### config.mk
export PLATFORM = sky130hd
export DESIGN_NAME = ttt_game_ctrl
export DESIGN_NICKNAME = d
export VERILOG_FILES = /design/src/rtl/ttt_game_ctrl.sv
export SDC_FILE = /design/constraint.sdc
export NUM_CORES = 1
export LEC_CHECK = 0
export ABC_CLOCK_PERIOD_IN_PS = 1800
export CORE_MARGIN = 2
export CORE_UTILIZATION = 46
export DETAILED_ROUTE_END_ITERATION = 10
export PLACE_DENSITY_LB_ADDON = 0.2
export SLEW_MARGIN = 20
export SYNTH_ARGS = -nofsm -noshare
export SYNTH_HDL_FRONTEND = slang
export SYNTH_SLANG_ARGS = --single-unit
### constraint.sdc
create_clock -name clk -period 1.8 [get_ports clk]
set_input_delay 0.18 -clock clk [delete_from_list [all_inputs] [get_ports clk]]
set_output_delay 0.18 -clock clk [all_outputs]
set_load 0.005 [all_outputs]
### src/rtl/ttt_game_ctrl.sv
// Tic-tac-toe game sequencer: accepts moves via valid/ready, enforces turns, declares win/draw/forfeit.
// Optional per-turn timeout forfeit when MOVE_TIMEOUT_EN is defined.
module ttt_game_ctrl #(
    parameter bit FIRST_PLAYER   = 1'b0,
    parameter int TIMEOUT_CYCLES = 1000
) (
    input  logic       clk,
    input  logic       rst_n,
    input  logic       start,
    input  logic       move_valid,
    input  logic       move_player,
    input  logic [8:0] move_pos,
    output logic       move_ready,
    output logic       illegal,
    output logic [8:0] ain,
    output logic [8:0] bin,
    output logic       turn,
    output logic [3:0] move_count,
    output logic       game_over,
    output logic [1:0] winner,
    output logic [7:0] win_line,
    output logic       forfeit
);

    typedef enum logic [1:0] {S_IDLE, S_TURN, S_CHECK, S_DONE} state_t;

    state_t     state, state_nxt;
    logic       pos_onehot;
    logic       accept;
    logic       timeout_hit;
    logic [8:0] mover_board;
    logic [7:0] lines;
    logic [7:0] win_first;
    logic       has_win;
    logic       is_draw;

    if (TIMEOUT_CYCLES < 2 || TIMEOUT_CYCLES > 65535) begin : g_bad_timeout
        $error("TIMEOUT_CYCLES out of range 2..65535");
    end

    assign pos_onehot = (move_pos != 9'd0) && ((move_pos & (move_pos - 9'd1)) == 9'd0);
    assign accept     = (state == S_TURN) && move_valid && (move_player == turn) &&
                        pos_onehot && ((move_pos & (ain | bin)) == 9'd0);

    // turn has not toggled yet in CHECK, so it still names the player who just moved
    assign mover_board = turn ? bin : ain;

    always_comb begin
        lines    = 8'd0;
        lines[0] = (mover_board & 9'b111_000_000) == 9'b111_000_000;
        lines[1] = (mover_board & 9'b000_111_000) == 9'b000_111_000;
        lines[2] = (mover_board & 9'b000_000_111) == 9'b000_000_111;
        lines[3] = (mover_board & 9'b100_100_100) == 9'b100_100_100;
        lines[4] = (mover_board & 9'b010_010_010) == 9'b010_010_010;
        lines[5] = (mover_board & 9'b001_001_001) == 9'b001_001_001;
        lines[6] = (mover_board & 9'b100_010_001) == 9'b100_010_001;
        lines[7] = (mover_board & 9'b001_010_100) == 9'b001_010_100;
    end

    // isolate lowest set bit so a double line still reports one-hot
    assign win_first = lines & (~lines + 8'd1);
    assign has_win   = |lines;
    assign is_draw   = (move_count == 4'd9);

`ifdef MOVE_TIMEOUT_EN
    logic [15:0] turn_cnt;
    logic        forfeit_q;

    assign timeout_hit = (state == S_TURN) && !accept && (turn_cnt == 16'(TIMEOUT_CYCLES - 1));
    assign forfeit     = forfeit_q;

    always_ff @(posedge clk or negedge rst_n) begin
        if (!rst_n) begin
            turn_cnt  <= 16'd0;
            forfeit_q <= 1'b0;
        end else begin
            turn_cnt <= (state == S_TURN) ? turn_cnt + 16'd1 : 16'd0;
            if (((state == S_IDLE) || (state == S_DONE)) && start)
                forfeit_q <= 1'b0;
            else if (timeout_hit)
                forfeit_q <= 1'b1;
        end
    end
`else
    assign timeout_hit = 1'b0;
    assign forfeit     = 1'b0;
`endif

    always_ff @(posedge clk or negedge rst_n) begin
        if (!rst_n) state <= S_IDLE;
        else        state <= state_nxt;
    end

    always_comb begin
        state_nxt = state;
        case (state)
            S_IDLE:  if (start) state_nxt = S_TURN;
            S_TURN: begin
                if (accept)           state_nxt = S_CHECK;
                else if (timeout_hit) state_nxt = S_DONE;
            end
            S_CHECK: state_nxt = (has_win || is_draw) ? S_DONE : S_TURN;
            S_DONE:  if (start) state_nxt = S_TURN;
            default: state_nxt = S_IDLE;
        endcase
    end

    always_comb begin
        move_ready = (state == S_TURN);
        game_over  = (state == S_DONE);
    end

    always_ff @(posedge clk or negedge rst_n) begin
        if (!rst_n) begin
            ain        <= 9'd0;
            bin        <= 9'd0;
            turn       <= FIRST_PLAYER;
            move_count <= 4'd0;
            winner     <= 2'b00;
            win_line   <= 8'd0;
            illegal    <= 1'b0;
        end else begin
            illegal <= (state == S_TURN) && move_valid && !accept;
            case (state)
                S_IDLE, S_DONE: begin
                    if (start) begin
                        ain        <= 9'd0;
                        bin        <= 9'd0;
                        turn       <= FIRST_PLAYER;
                        move_count <= 4'd0;
                        winner     <= 2'b00;
                        win_line   <= 8'd0;
                    end
                end
                S_TURN: begin
                    if (accept) begin
                        if (turn) bin <= bin | move_pos;
                        else      ain <= ain | move_pos;
                        move_count <= move_count + 4'd1;
                    end else if (timeout_hit) begin
                        winner   <= turn ? 2'b01 : 2'b10;
                        win_line <= 8'd0;
                    end
                end
                S_CHECK: begin
                    if (has_win) begin
                        winner   <= turn ? 2'b10 : 2'b01;
                        win_line <= win_first;
                    end else if (is_draw) begin
                        winner   <= 2'b11;
                        win_line <= 8'd0;
                    end else begin
                        turn <= ~turn;
                    end
                end
                default: ;
            endcase
        end
    end

endmodule

==> results.md, run 1 <==
* Worst-Skew Late Latency at 300 ps
* Clk pwr share at 16.1%
* Switch share at 40.12%
* Primary FF master, synth: dfrtp_1
* Setup crit start: turn
* Commonest non-fill, non-tap cells in the layout: buf_4, clkdlybuf4s50_1, dfrtp_1
* Period utilization at 111.6%
* Minimum clock period at 2008 ps
* Total Nets Final at 394
* Fmax at 0.4979 GHz
* Area of the multi-input gates at 0.001634 mm2
* Critical path fanouts, max at 6
* Via-to-Cell Ratio at 6.154
* Number of slew-limit violations in the final report at 0
* Syn nets at 265
* Die area at 0.005584 mm2
* Critical path endpoint category: flop
* Fraction of registers with async set/reset at 100.0%
* Synth Cell Area at 0.002301 mm2
* Number of buffers created by CTS at 5
* Post-DP HPWL at 5.191 mm
* Seq pwr share at 22.8%
* Final RePlAce weighted congestion at 0.9547
* Power Internal at 2.299 mW
* Worst setup path class: reg2reg
* Area grow syn2layout at 77.49%
* Violated checks: negative setup slack
* Largest net degree at the start of global routing at 37
* Initial Util at 48.08%
* Core box area at 0.004786 mm2
* Flops & latches, synth at 36
* Gr usage total at 29.15%
* Drt first pass iters at 5
* CTS tree: done
* CP Launch Type: flop
* Post-synth cell types at 51
* Via count of the first global-routing pass at 2512
* Final hold vios at 0
* Die height at 74.73 um
* Critical path's top delay family: simple AND/OR/NAND/NOR gates
* WP data required at 1980 ps
* PwrDens at 940.0 mW/mm2
* I/O pin total at 51
* Routed WL at 9.256 mm
* First-pass GRT wire length at 12.17 mm
* Final setup vio count at 35
* Critical path's largest stage delay at 440 ps
* CP Cell Sequence: bufbuf_16, nand4_1, o21ai_4, nor2_2, and4_4, a21oi_4, buf_12, mux2_4
* Status: complete, but fails checks
* Routed length per instance at 20.94 um
* Setup TNS at -4766 ps
* Worst-case clock buffer depth at 2
* Max Cap Viol at 0
* Die W at 74.73 um
* Leak at 1.709 nW
* Max stage delay cell, worst path: dfrtp_2
* Post-Syn Instances at 245
* Setup Skew at 6.895 ps
* # hold bufs at CTS at 0
* Grt ovf at 0
* Clock sink count at 36
* IO Port Bufs at 49
* Reg-to-Reg Start: turn
* Worst path arrival time at 2190 ps
* Top post-synthesis cells by area: dfrtp_1, nand2_1, o21ai_0
* Fill count at 246
* Layout cells sized above 1 at 43.47%
* Commonest non-fill, non-tap cell in the layout: buf_4
* Worst VDD drop at 0.5516 mV
* Ys Warns at 0
* CTS root buf: clkbuf_8
* FF/Latch Area at 902.1 um2
* Row cnt at 25
* Clock-pin slew on the worst setup and hold paths at 80 ps
* Synthesized area per cell at 9.392 um2
* Fin util at 85.33%
* Switching power at 1.540 mW
* RSZ-0062 raised after global routing: yes
* Synth top area share at 39.15%
* Iter 0 DRT Violations at 268
* Worst min path class: in2async
* Power share of the combinational group at 61.0%
* Min setup slack post-route at -208.4 ps
* Hold Slack at 311.9 ps
* Synth area leader: dfrtp_1
* Via count at 2720
* Post-route ant nets at 0
* Ant diodes at 0
* Initial antenna violation count at 0
* Post-synth EDFFs at 0
* Residual DRC count at 0
* Crit path buf inv count at 2
* Sequential area share after synthesis at 39.15%
* H-tree depth at 2
==> through the flow <==
step	instances	power, mW	worst slack (ps)	cell area [um2]
3_5_place_dp	418	2.504	-462.5	3379
5_1_grt	442	3.972	-266.1	4084
2_1_floorplan	245	1.798	-174.6	2310
6_report	442	3.839	-208.4	4084
4_1_cts	433	3.431	-145.7	3706
3_3_place_gp	418	2.467	-416.6	3379
==> layout make-up <==
cell class,instances,share of cell area [%]
clock buffer,8,2.206
inverter,9,0.8272
multi-input combinational,186,40.01
sequential,36,22.09
tap,67,2.053
timing repair buffer,136,32.81
==> power groups by stage <==
stage | Combinational (mW) | Sequential (mW) | Clock (mW)
final | 2.34 | 0.877 | 0.620
after global routing | 2.45 | 0.879 | 0.645
after CTS | 1.94 | 0.878 | 0.609
after detailed placement | 1.62 | 0.888 | 0
after global placement | 1.58 | 0.886 | 0
after floorplan | 0.899 | 0.899 | 0
==> routing by layer <==
metal | vias to the layer above | global-route usage (%) | part of all wire (%)
li1 | 1174 | - | -
met4 | 0 | 8.929 | 3.4
met2 | 155 | 51.62 | 51
met1 | 1355 | 36.29 | 39
met5 | - | 0 | 0
met3 | 36 | 5.087 | 6.7
==> cell usage after synthesis, drive strengths merged, types with 5 or more instances <==
| cell | instances |
|---|---|
| nor2 | 10 |
| clkbuf | 9 |
| a32oi | 5 |
| nand4 | 15 |
| nor3 | 7 |
| dfrtp | 36 |
| o211ai | 6 |
| nand3 | 18 |
| a21oi | 5 |
| o31ai | 10 |
| o21ai | 24 |
| inv | 9 |
| mux2 | 5 |
| nand2 | 34 |
| ha | 6 |
| buf | 5 |
==> state kept, by name, summed over array words and instances, names as in the netlist <==
register / cells
win_line: 8
winner: 2
ain: 9
bin: 9
move_count: 4
turn: 1
state: 2
illegal: 1
==> cell families (layout without fill, tap and decap cells) <==
family | after synthesis | after routing | share of synthesized area [%]
AOI/OAI and AO/OA | 63 | 63 | 21.64
xor gates and xnor gates | 1 | 1 | 0.3807
adders and majority gates | 6 | 6 | 3.263
buffers and inverters | 23 | 153 | 5.111
DFF | 36 | 36 | 39.15
muxes | 9 | 9 | 4.840
other | 1 | 1 | 0.1630
and+or+nand+nor | 106 | 106 | 25.45
==> worst paths after layout <==
kind                               endpoint  slack [ps]  cells past startpoint
min in group clk                     bin[1]         450                      3
worst min-delay path                 bin[6]         310                      2
max in group asynchronous              turn        1120                      2
worst max register to register  win_line[6]        -210                      8
worst min register to register  win_line[3]         510                      1
worst max-delay path            win_line[6]        -210                      8
==> repair_timing <==
action	CTS	global route
endpoints found under the setup margin	37	37
gates resized for setup	41	55
buffers inserted	5	9
gates cloned	2	2
pin swaps	17	29
Power figures use the tool's default switching activity.
==> inputs of run 2 (changes only) <==
--- a/config.mk
+++ b/config.mk
@@ -10,6 +10,7 @@
 export CORE_UTILIZATION = 46
 export DETAILED_ROUTE_END_ITERATION = 10
 export PLACE_DENSITY_LB_ADDON = 0.2
+export REMOVE_ABC_BUFFERS = 1
 export SLEW_MARGIN = 20
 export SYNTH_ARGS = -nofsm -noshare
 export SYNTH_HDL_FRONTEND = slang
==> run 2 against run 1 <==
Effect of this change:
- the flow still finishes with violations (negative setup slack)
- worst setup slack better by 55 ps
- cell area is 5.5% lower
- critical path type unchanged
- sequential share of layout area up 1.3 points
- clock power decreased by 1%
- largest cell class unchanged
- core utilization decreased by 4.7 points
- highest routed layer unchanged
- first-iteration DRC count decreased by 43%
- clock-buffer cell count stayed put
- critical path depth shrank 1
- cell count shrank 0.23%
- total power fell by 11%
- flip-flop and latch count unchanged
- register-to-register slack gained 50 ps
==> results.md, run 2 (synthesized netlist as in run 1, its figures left out) <==
* Fmax at 0.5118 GHz (+2.8%)
* Routed WL at 7.667 mm (-17%)
* # hold bufs at CTS at 0 (unchanged)
* CTS tree: done
* Via count of the first global-routing pass at 2391 (-4.8%)
* Initial Util at 48.08% (unchanged)
* CTS root buf: clkbuf_8
* Clock-pin slew on the worst setup and hold paths at 80 ps (about the same)
* Row cnt at 25 (unchanged)
* Final setup vio count at 36 (+2.9%)
* Clock sink count at 36 (unchanged)
* Minimum clock period at 1954 ps (-54.70 ps)
* Core box area at 0.004786 mm2 (unchanged)
* Commonest non-fill, non-tap cell in the layout: buf_4
* Total Nets Final at 393 (-0.25%)
* Worst-Skew Late Latency at 290 ps (about the same)
* Layout cells sized above 1 at 38.50% (-5.0 points)
* Final hold vios at 0 (unchanged)
* Setup TNS at -3414 ps (+1352 ps)
* Grt ovf at 0 (unchanged)
* Status: complete, but fails checks
* Die area at 0.005584 mm2 (unchanged)
* Largest net degree at the start of global routing at 37 (unchanged)
* H-tree depth at 2 (unchanged)
* Violated checks: negative setup slack
* Tot Pwr at 3.421 mW (-11%)
* Period utilization at 108.5% (-3.0 points)
* Initial antenna violation count at 0 (unchanged)
* Worst setup path class: reg2reg
* Routed length per instance at 17.39 um (-17%)
* Number of slew-limit violations in the final report at 0 (unchanged)
* Worst-case clock buffer depth at 2 (unchanged)
* Area after DPL at 0.003410 mm2 (+0.89%)
* Iter 0 DRT Violations at 153 (-43%)
* Critical path fanouts, max at 10 (+4)
* Worst min path class: in2async
* Final RePlAce weighted congestion at 0.8474 (-11%)
* Design Area, Final at 0.003860 mm2 (-5.5%)
* Ant diodes at 0 (unchanged)
* Area grow syn2layout at 67.75%
* Post-DP HPWL at 4.922 mm (-5.2%)
* Number of buffers created by CTS at 5 (unchanged)
* Min setup slack post-route at -153.7 ps (+54.70 ps)
* Leak at 1.643 nW (-3.8%)
* Post-route ant nets at 0 (unchanged)
* CP Launch Type: flop
* First-pass GRT wire length at 11.21 mm (-7.9%)
* RSZ-0062 raised after global routing: yes
* IO Port Bufs at 49 (unchanged)
* Top flop regs: ain (9), bin (9), win_line (8)
* PwrDens at 886.4 mW/mm2 (-5.7%)
* Die height at 74.73 um (unchanged)
* Setup Skew at 6.952 ps (+0.05662 ps)
* Max Cap Viol at 0 (unchanged)
* WP data required at 1980 ps (about the same)
* Worst VDD drop at 0.6888 mV (+25%)
* I/O pin total at 51 (unchanged)
* Pre-CTS setup slack at -495.7 ps (-33.17 ps)
* Die W at 74.73 um (unchanged)
* Gr usage total at 26.27% (-2.9 points)
* Hold Slack at 304.8 ps (-7.023 ps)
* Commonest non-fill, non-tap cells in the layout: buf_4, clkdlybuf4s50_1, nand2_1, dfrtp_1
* Fill count at 290 (+18%)
* Via-to-Cell Ratio at 5.617 (-8.7%)
* Drt first pass iters at 5 (unchanged)
* Worst path arrival time at 2130 ps (-60 ps)
* Residual DRC count at 0 (unchanged)
* Critical path endpoint category: flop
* Via count at 2477 (-8.9%)
## run 2: changes by cell type in the layout (fill, tap and decap cells not counted), moves of 3 or more
cell     delta
nor2_2      -3
nor2_1      +3
o21ai_1     +3
buf_6       -4
o21ai_2     -3
buf_4       +6
## run 2: worst paths after layout
check / start / cells after the start / end / slack (ps)
max: turn / 7 / win_line[4] / -150
min: rst_n / 2 / bin[2] / 300
max reg2reg: turn / 7 / win_line[4] / -150
min reg2reg: win_line[1] / 2 / win_line[1] / 510
max in group asynchronous: rst_n / 2 / state[0] / 1140
min in group clk: move_pos[5] / 4 / bin[5] / 410
## run 2: final cells by class
| cell class | count | area [um2] | area share [%] |
|---|---|---|---|
| flip-flops and latches | 36 | 904.6 | 23.44 |
| multi-input cells | 186 | 1489 | 38.57 |
| well taps | 67 | 83.83 | 2.172 |
| inverters | 9 | 33.78 | 0.8752 |
| clock buffers | 8 | 90.09 | 2.334 |
| repair buffers | 135 | 1259 | 32.61 |
## run 2: critical path: stages (launching register included)
cell and delay, ps:
dfrtp_2 420, buf_12 150, and3b_1 230, a31oi_2 60
a21o_1 200, and4_4 200, a21oi_4 250, mux2_4 320
## run 2: through the flow
stage          util, %  instances
3_5_place_dp     71.24        426
4_1_cts          74.77        435
2_1_floorplan        -        231
3_3_place_gp     71.24        426
6_report         80.65        441
5_1_grt          80.65        441
## run 2: what timing repair did
item	in CTS	in global routing
endpoints found under the setup margin	37	37
hold endpoints to repair	0	0
buffers inserted	1	3
pin swaps	7	17
gates resized for setup	27	43
cloned	0	3
## run 2: report_power, final
group | total, mW | internal [mW] | switching [mW]
combinational | 1.92 | 0.869 | 1.05
clock | 0.613 | 0.313 | 0.301
sequential | 0.888 | 0.852 | 0.0362
## run 2: layer usage
layer  GRT usage (%)  wire [um]
met3           5.489        495
met4           6.944        163
met2           46.31       3816
met1           32.75       3191
met5               0          0
==> inputs of run 3 (changes only) <==
--- a/config.mk
+++ b/config.mk
@@ -5,12 +5,12 @@
 export SDC_FILE = /design/constraint.sdc
 export NUM_CORES = 1
 export LEC_CHECK = 0
-export ABC_CLOCK_PERIOD_IN_PS = 1800
-export CORE_MARGIN = 2
+export ABC_CLOCK_PERIOD_IN_PS = 2300
 export CORE_UTILIZATION = 46
 export DETAILED_ROUTE_END_ITERATION = 10
 export PLACE_DENSITY_LB_ADDON = 0.2
 export REMOVE_ABC_BUFFERS = 1
+export SETUP_SLACK_MARGIN = 0.2
 export SLEW_MARGIN = 20
 export SYNTH_ARGS = -nofsm -noshare
 export SYNTH_HDL_FRONTEND = slang
==> constraint.sdc (replaced) <==
create_clock -name clk -period 2.3 [get_ports clk]
set_input_delay 0.23 -clock clk [delete_from_list [all_inputs] [get_ports clk]]
set_output_delay 0.23 -clock clk [all_outputs]
set_load 0.005 [all_outputs]
==> run 3 against run 2 <==
Effect of this change:
- the flow now finishes without violations
- core utilization decreased by 12 points
- worst setup slack improved by 420 ps
- combinational power shrank 42%
- largest power group unchanged
==> results.md, run 3 (synthesized netlist as in run 1, its figures left out) <==
* Initial antenna violation count at 0 (unchanged)
* Final RePlAce weighted congestion at 0.8236 (-2.8%)
* Placed insts at 376 (-12%)
* Die height at 72.73 um (-2.7%)
* Row cnt at 25 (unchanged)
* IO Port Bufs at 49 (unchanged)
* Design Area, Final at 0.003246 mm2 (-16%)
* Area grow syn2layout at 41.05%
* H-tree depth at 2 (unchanged)
* Final instance count without filler cells at 387 (-12%)
* Post-DP HPWL at 4.520 mm (-8.2%)
* Largest net degree at the start of global routing at 37 (unchanged)
* First-pass GRT wire length at 10.05 mm (-10%)
* CTS root buf: clkbuf_8
* Pre-CTS setup slack at -79.68 ps (+416.0 ps)
* Setup crit start: bin[2]
* Initial Util at 48.39% (+0.32 points)
* Worst VDD drop at 0.4920 mV (-29%)
* Total Nets Final at 339 (-14%)
* Die W at 72.73 um (-2.7%)
* Via-to-Cell Ratio at 5.700 (+1.5%)
* RSZ-0062 raised after global routing: no
* Area after DPL at 0.003034 mm2 (-11%)
* Clock sink count at 36 (unchanged)
* Residual DRC count at 0 (unchanged)
* Min setup slack post-route at 269.7 ps (+423.4 ps)
* Max Cap Viol at 0 (unchanged)
* Fin util at 68.26% (-12 points)
* Fill count at 401 (+38%)
* Routed WL at 6.323 mm (-18%)
* Post-route ant nets at 0 (unchanged)
* Worst-Skew Late Latency at 290 ps (about the same)
* Worst Reg-to-Reg Cells at 7 (unchanged)
* Worst setup path class: reg2reg
* Flop-to-flop setup slack at 270 ps (+420 ps)
* Worst path arrival time at 2220 ps (+90 ps)
* CTS tree: done
* Commonest non-fill, non-tap cells in the layout: clkdlybuf4s50_1, dfrtp_1, nand2_1
* Via count of the first global-routing pass at 2047 (-14%)
* Period utilization at 88.27% (-20 points)
* Critical path fanouts, max at 15 (+5)
* Worst-case clock buffer depth at 2 (unchanged)
* Die area at 0.005289 mm2 (-5.3%)
* PwrDens at 745.5 mW/mm2 (-16%)
* Grt ovf at 0 (unchanged)
* Via count at 2206 (-11%)
* Leak at 1.287 nW (-22%)
* Drt first pass iters at 4 (-1)
* WP data required at 2490 ps (+510 ps)
* Setup Skew at 8.241 ps (+1.289 ps)
* Number of buffers created by CTS at 5 (unchanged)
* Minimum clock period at 2030 ps (+76.56 ps)
* Clock-pin slew on the worst setup and hold paths at 70 ps (about the same)
* I/O pin total at 51 (unchanged)
* CP Launch Type: flop
* Worst min path class: in2async
* Hold Slack at 361.3 ps (+56.50 ps)
* Top flop regs: ain (9), bin (9), win_line (8)
* Routed length per instance at 16.34 um (-6.0%)
* Reg-to-Reg Start: bin[2]
* Ant diodes at 0 (unchanged)
* Setup TNS at 0 ps (+3414 ps)
* Layout cells sized above 1 at 22.81% (-16 points)
* Core box area at 0.004755 mm2 (-0.65%)
* Tot Pwr at 2.420 mW (-29%)
* Critical path endpoint category: flop
* Iter 0 DRT Violations at 105 (-31%)
* Gr usage total at 24.86% (-1.4 points)
* Number of slew-limit violations in the final report at 0 (unchanged)
* Status: finished, final reports clean
* # hold bufs at CTS at 0 (unchanged)
* Final hold vios at 0 (unchanged)
* Fmax at 0.4925 GHz (-3.8%)
* Final setup vio count at 0 (-100%)
* Commonest non-fill, non-tap cell in the layout: clkdlybuf4s50_1
==> run 3: cell count changes in the layout (fill, tap and decap cells not counted), moves of 3 or more <==
cell,delta
buf_6,-4
clkbuf_16,-3
nand3_1,+3
o31ai_2,+4
o21ai_0,+12
o31ai_4,-6
o21ai_2,-7
nand3_2,-3
dlymetal6s2s_1,-3
buf_4,-45
clkdlybuf4s50_1,+5
o21ai_1,-5
==> run 3: layout make-up <==
cell class                      count  area, um2  share of cell area, %
Multi-Input combinational cell    186       1344                  41.40
Tap cell                           67      83.83                  2.583
Clock inverter                      1      30.03                 0.9252
Sequential cell                    36      902.1                  27.79
Timing Repair Buffer               81      755.7                  23.28
Inverter                            9      33.78                  1.041
Clock buffer                        7      96.34                  2.968
==> run 3: what timing repair did <==
action | CTS | global route
pin swaps | 1 | 3
setup buffers | 2 | 1
endpoints found under the setup margin | 4 | 29
resized for setup | 1 | 13
==> run 3: final timing paths <==
path | to
worst max-delay path | ain[6]
worst min-delay path | win_line[6]
worst max register to register | ain[6]
worst min register to register | win_line[2]
max in group asynchronous | bin[2]
min in group clk | win_line[2]
==> run 3: power breakdown <==
group	switching [mW]	internal [mW]	total [mW]	leakage, nW
clock	0.237	0.383	0.620	0.0645
combinational	0.669	0.438	1.11	0.726
sequential	0.0285	0.664	0.692	0.496
total	0.935	1.49	2.42	1.29
==> run 3: worst max-delay path: stages (launching register included) <==
cell,delay (ps)
dfrtp_2,460
o41ai_4,350
nand2_2,120
a2111oi_4,330
buf_4,190
nand2_4,60
buf_12,170
o31ai_1,240
==> run 3: routing by layer <==
layer	up-vias	routed length (um)	global-route usage, %
met5	-	0	0
met4	0	12	5.011
met3	2	330	3.867
met2	85	3098	42.99
met1	1064	2881	32.98
li1	1055	-	-
